==> src/rtl/adder_tree_pipe.sv <==
// Pipelined signed adder tree: reduces N_IN operands to one sum over L registered
// levels, followed by an output stage that either passes each tree result through
// or accumulates results across beats until an in_last beat closes the group.
module adder_tree_pipe #(
   parameter int N_IN  = 8,
   parameter int IN_W  = 32,
   parameter int ACC_W = 48
) (
   input  logic                   clk,
   input  logic                   rst,
   input  logic                   en,
   input  logic                   in_valid,
   input  logic                   in_last,
   input  logic                   acc_mode,
   input  logic                   acc_clr,
   input  logic [N_IN*IN_W-1:0]   in_flat,
   output logic signed [ACC_W-1:0] sum_out,
   output logic                   out_valid,
   output logic                   acc_busy
);

   localparam int L     = $clog2(N_IN);
   localparam int SUM_W = IN_W + L;

   // Level 0 is the sign-extended input (combinational); level l (l>=1) holds the
   // registered pair sums of level l-1. Every element is carried at SUM_W, which is
   // wide enough for the full tree, so no level can overflow.
   for (genvar l = 0; l <= L; l++) begin : g_lvl
      localparam int CNT = (N_IN + (1 << l) - 1) >> l;

      logic signed [SUM_W-1:0] sum_q [CNT];
      logic                    vld_q;
      logic                    last_q;
      logic                    mode_q;

      if (l == 0) begin : g_in
         for (genvar k = 0; k < CNT; k++) begin : g_ext
            assign sum_q[k] = SUM_W'($signed(in_flat[k*IN_W +: IN_W]));
         end
         assign vld_q  = in_valid;
         assign last_q = in_last;
         assign mode_q = acc_mode;
      end else begin : g_reg
         localparam int PCNT = (N_IN + (1 << (l - 1)) - 1) >> (l - 1);

         logic signed [SUM_W-1:0] sum_d [CNT];

         // An unpaired last element is forwarded unchanged (added to zero).
         for (genvar k = 0; k < CNT; k++) begin : g_add
            if (2*k + 1 < PCNT) begin : g_pair
               assign sum_d[k] = g_lvl[l-1].sum_q[2*k] + g_lvl[l-1].sum_q[2*k+1];
            end else begin : g_odd
               assign sum_d[k] = g_lvl[l-1].sum_q[2*k];
            end
         end

         // Tree level register: pair sums plus the sideband travelling with them.
         always_ff @(posedge clk or posedge rst) begin
            if (rst) begin
               for (int k = 0; k < CNT; k++) sum_q[k] <= '0;
               vld_q  <= 1'b0;
               last_q <= 1'b0;
               mode_q <= 1'b0;
            end else if (en) begin
               for (int k = 0; k < CNT; k++) sum_q[k] <= sum_d[k];
               vld_q  <= g_lvl[l-1].vld_q;
               last_q <= g_lvl[l-1].last_q;
               mode_q <= g_lvl[l-1].mode_q;
            end
         end
      end
   end

   logic signed [ACC_W-1:0] tree_ext;
   logic                    t_vld;
   logic                    t_last;
   logic                    t_mode;

   assign tree_ext = ACC_W'(g_lvl[L].sum_q[0]);
   assign t_vld    = g_lvl[L].vld_q;
   assign t_last   = g_lvl[L].last_q;
   assign t_mode   = g_lvl[L].mode_q;

   logic signed [ACC_W-1:0] acc_q, acc_d;
   logic signed [ACC_W-1:0] res_q, res_d;
   logic                    ovld_q, ovld_d;
   logic                    busy_q;

   // Output-stage next state: pass-through, accumulate, or close a group.
   // acc_clr wins over any accumulating beat but lets a pass-through beat out.
   always_comb begin
      acc_d  = acc_q;
      res_d  = res_q;
      ovld_d = 1'b0;
      if (t_vld) begin
         if (!t_mode) begin
            res_d  = tree_ext;
            ovld_d = 1'b1;
         end else if (!acc_clr) begin
            if (t_last) begin
               res_d  = acc_q + tree_ext;
               ovld_d = 1'b1;
               acc_d  = '0;
            end else begin
               acc_d  = acc_q + tree_ext;
            end
         end
      end
      if (acc_clr) acc_d = '0;
   end

   // Output-stage registers; everything holds while en is low.
   always_ff @(posedge clk or posedge rst) begin
      if (rst) begin
         acc_q  <= '0;
         res_q  <= '0;
         ovld_q <= 1'b0;
         busy_q <= 1'b0;
      end else if (en) begin
         acc_q  <= acc_d;
         res_q  <= res_d;
         ovld_q <= ovld_d;
         busy_q <= (acc_d != '0);
      end
   end

   assign sum_out   = res_q;
   assign out_valid = ovld_q;
   assign acc_busy  = busy_q;

endmodule
==> config.mk <==
export PLATFORM = sky130hd
export DESIGN_NAME = adder_tree_pipe
export DESIGN_NICKNAME = d
export VERILOG_FILES = /design/src/rtl/adder_tree_pipe.sv
export SDC_FILE = /design/constraint.sdc
export NUM_CORES = 1
export LEC_CHECK = 0
export ABC_CLOCK_PERIOD_IN_PS = 13400
export CAP_MARGIN = 20
export CORE_ASPECT_RATIO = 0.9
export CORE_UTILIZATION = 44
export DETAILED_ROUTE_END_ITERATION = 10
export PLACE_DENSITY = 0.71
export SYNTH_ARGS = -nofsm -noshare
export SYNTH_HDL_FRONTEND = slang
export SYNTH_SLANG_ARGS = --single-unit
export TNS_END_PERCENT = 5
==> constraint.sdc <==
create_clock -name clk -period 13.4 [get_ports clk]
set_input_delay 2.01 -clock clk [delete_from_list [all_inputs] [get_ports clk]]
set_output_delay 2.01 -clock clk [all_outputs]
set_load 0.01 [all_outputs]
==> results.yml <==
outcome:
  outcome: "finished, final reports clean"
yosys:
  synth-seq-area-share_pct: 32.1
  yosysWarnings: 0
  postSynthAreaPerCell_um2: 9.20
  syn-num-nets: 3463
  ys_seq_elements: 344
  yosys.cell_types.count: 86
  async_flop_share_pct: 100
  synthCells: 2917
  synth_edf_count: 0
  synth_flop_cell: "dfrtp_1"
  synth_area_um2: 26800
setup_path:
  criticalPathCategory: "in2reg"
  max_stage_delay_ns: 0.65
  critPathTopFamily: "compound AO/OA/AOI/OAI gates"
  crit_path_top_delay_cell: "o311ai_1"
  cpMostUsedCell: "a21oi_1"
  worst-path-max-fanout: 4
  worst_setup_path_end_kind: "flip-flop"
  critPathLaunchType: "input pin"
  timing.critical_path.buf_inv: 1
  r2r_start: "g_lvl[3].sum_q[0]"
  path_cells: "clkdlybuf4s50_1 > ha_1 > a21o_1 > a21oi_1 > o21ai_0 > a21oi_1 > o311ai_1 > o2111ai_1 > a311oi_1 > o21ai_1 > a21boi_0 > mux2_2 > a221o_1"
  cp_data_required_time_ns: 13.83
  cp.arrival_ns: 5.86
  crit_start: "in_flat[129]"
route:
  drt_iter0_markers: 1662
  highest_layer: "met5"
  wl_per_cell_um: 18.2
  drt-vias-per-instance: 5.73
  wl_met1_um: 34300
  drtPass1Iterations: 5
  ant_nets: 0
  drc_errors: 0
  met3WireLength_um: 4630
  wl_met2_um: 32100
  num_vias: 22900
  drt-total-wl_um: 72800
hold_path:
  hp-class: "reg2reg"
  min_from: "sum_out[20]"
timing:
  slew_violations: 0
  fin_crit_ns: 5.43
  hold_viol: 0
  max_slew.worst_pin.slew_ns: 1.15
  clock_skew_ns: 0.0240
  fmax_mhz: 184
  hold_slack_ns: 0.473
  finalCritPeriodShare_pct: 40.5
  fin_tns_setup_ns: 0
  rsz0062_at_grt: "false"
  finalSetupViolCount: 0
  max_slew_margin_pct: 23.4
global_route:
  antenna_found_initial: 8
  grt_usage_pct: 23.4
  overflow: 0
  grt_max_degree: 115
  grt_pass1_vias: 22100
  grt_pass1_wl_um: 117000
clock_network:
  clock-sinks: 344
  cts_setup_buffers: 0
  cts_repair_resize_count: 0
  cts_hold_buf: 0
  insertion_delay_ns: 0.57
  cts_max_level: 2
  clockBufferDepth: 3
  cts.clk_slew.worst_paths_ns: 0.06
  cts_buffers: 40
  cts_tree: "done"
  cts-root-buf: "clkbuf_16"
power_and_ir_drop:
  powerDensity_nw_per_um2: 200
  p_leak_uw: 0.0142
  vdd_drop_max_v: 0.0000938
floorplanning:
  rows: 85
  core_um2: 60100
  die_x_um: 262
  start_util_pct: 44.7
  ios: 313
  dieArea_um2: 62000
  die_h_um: 236
final_layout:
  seqCellArea_um2: 8610
  syn_to_final_growth_pct: 19.4
  layout-drive-gt1-share_pct: 9.60
  multiInputGateArea_um2: 17400
  nets: 3737
  fillers: 5460
placed_design:
  port_buffers: 312
  dpl.hpwl_um: 57100
  gp_congestion: 0.939
run:
  max-cap-violations: 0
worst paths after layout:
path | endpoint | slack, ns | cells past startpoint
max in group asynchronous | g_lvl[1].sum_q[125] | 9.41 | 4
min reg2reg | sum_out[20] | 0.47 | 2
min | sum_out[20] | 0.47 | 2
min in group asynchronous | g_lvl[1].sum_q[2] | 2.00 | 2
max | g_lvl[1].sum_q[64] | 7.97 | 13
max reg2reg | acc_busy | 8.99 | 14
power breakdown:
part	total [uW]	switching (uW)	internal, uW
Sequential	1710	305	1400
Clock	1100	442	658
Combinational	3590	1960	1640
Total	6400	2700	3700
synth_stat cells, types with 9 or more instances:
cell	count	area, um^2
nor2_1	176	661
dfrtp_1	344	8610
a21o_1	100	751
buf_1	16	60.1
a221oi_1	13	114
a31oi_1	38	238
nand4_1	21	131
o21ai_1	15	75.1
o31ai_1	24	180
a21oi_1	256	1280
xor2_1	49	429
nand3b_1	9	67.6
ha_1	275	3440
a22o_1	27	236
a211o_1	11	96.3
inv_1	120	450
a211oi_1	21	158
mux2i_1	37	370
and3_1	35	219
clkbuf_1	71	267
mux2_2	170	1910
o21a_1	46	345
o21bai_1	39	293
a22oi_1	11	82.6
o21ai_0	178	891
nor4_1	10	62.6
nand2b_1	29	181
xnor2_1	163	1430
or2_2	17	106
a21boi_0	9	67.6
or3_1	26	163
nand3_1	57	285
o211ai_1	24	180
and2_1	13	81.3
a41oi_1	10	87.6
nor2b_1	42	263
and4_1	10	87.6
nand2_1	203	762
a31o_2	17	149
nor3_1	54	270
layer usage:
metal	global-route usage [%]	up-vias
li1	-	11300
met2	37.0	653
met5	0	-
met4	6.63	8
met3	3.85	104
met1	32.8	10800
flip-flops by register name (all words and copies together) (netlist names):
register and count:
g_lvl.vld_q 3, g_lvl.last_q 3, acc_q 48, acc_busy 1, sum_out 48, g_lvl.sum_q 237
out_valid 1, g_lvl.mode_q 3
logic make-up (layout without fill, tap and decap cells):
group	Yosys count	in the layout	share of synthesized area [%]
multiplexers	207	207	8.51
buffers and inverters	212	513	2.99
adder cells (fa/ha/maj)	283	283	13.4
AO/OA/AOI/OAI	934	934	22.9
XOR/XNOR	212	212	6.92
other	0	2	0
flip-flops	344	344	32.1
AND/OR/NAND/NOR	725	725	13.2
stage by stage:
step | total power (uW) | setup WS (ns) | instances | instance area, um^2 | utilization [%]
floorplan | 4240 | 1.85 | 2917 | 26800 | -
global placement | 5220 | 7.53 | 3931 | 30700 | 51.1
detailed placement | 5270 | 7.46 | 3931 | 30700 | 51.1
CTS | 6410 | 8.03 | 4000 | 32000 | 53.3
global route | 6920 | 7.71 | 4001 | 32000 | 53.3
finish | 6400 | 7.97 | 4003 | 32100 | 53.3
worst reg2reg max path, delay by kind of cell (launching register included):
family,cells,cell delay [ns]
buffers and inverters,1,0.08
flip-flops,1,0.43
AND/OR/NAND/NOR,3,0.89
AO/OA/AOI/OAI,7,2.00
adder cells (fa/ha/maj),2,0.68
multiplexers,1,0.19
cells in the final DEF, fill, tap and decap left out, drive strengths merged, types with 29 or more instances in the layout:
cell	synthesis	layout
nand2	203	203
dfrtp	344	344
nor2	176	176
xnor2	163	163
o21bai	39	39
xor2	49	49
clkdlybuf4s50	0	311
clkbuf	71	58
nand3	57	57
o21a	46	46
ha	275	275
o21ai	194	194
mux2	170	170
nand2b	29	29
a31oi	38	38
a21oi	257	257
nor2b	42	42
and3	35	35
inv	120	121
a21o	100	100
nor3	54	54
mux2i	37	37
area by class of cell:
class,instances,area share (%)
antenna,2,0.0156
clock buffer,58,3.74
clock inverter,11,0.359
inverter,120,1.43
multi-input combinational,2361,54.4
sequential,344,26.9
tap,783,3.06
timing repair buffer,324,10.1
Power figures use the tool's default switching activity.
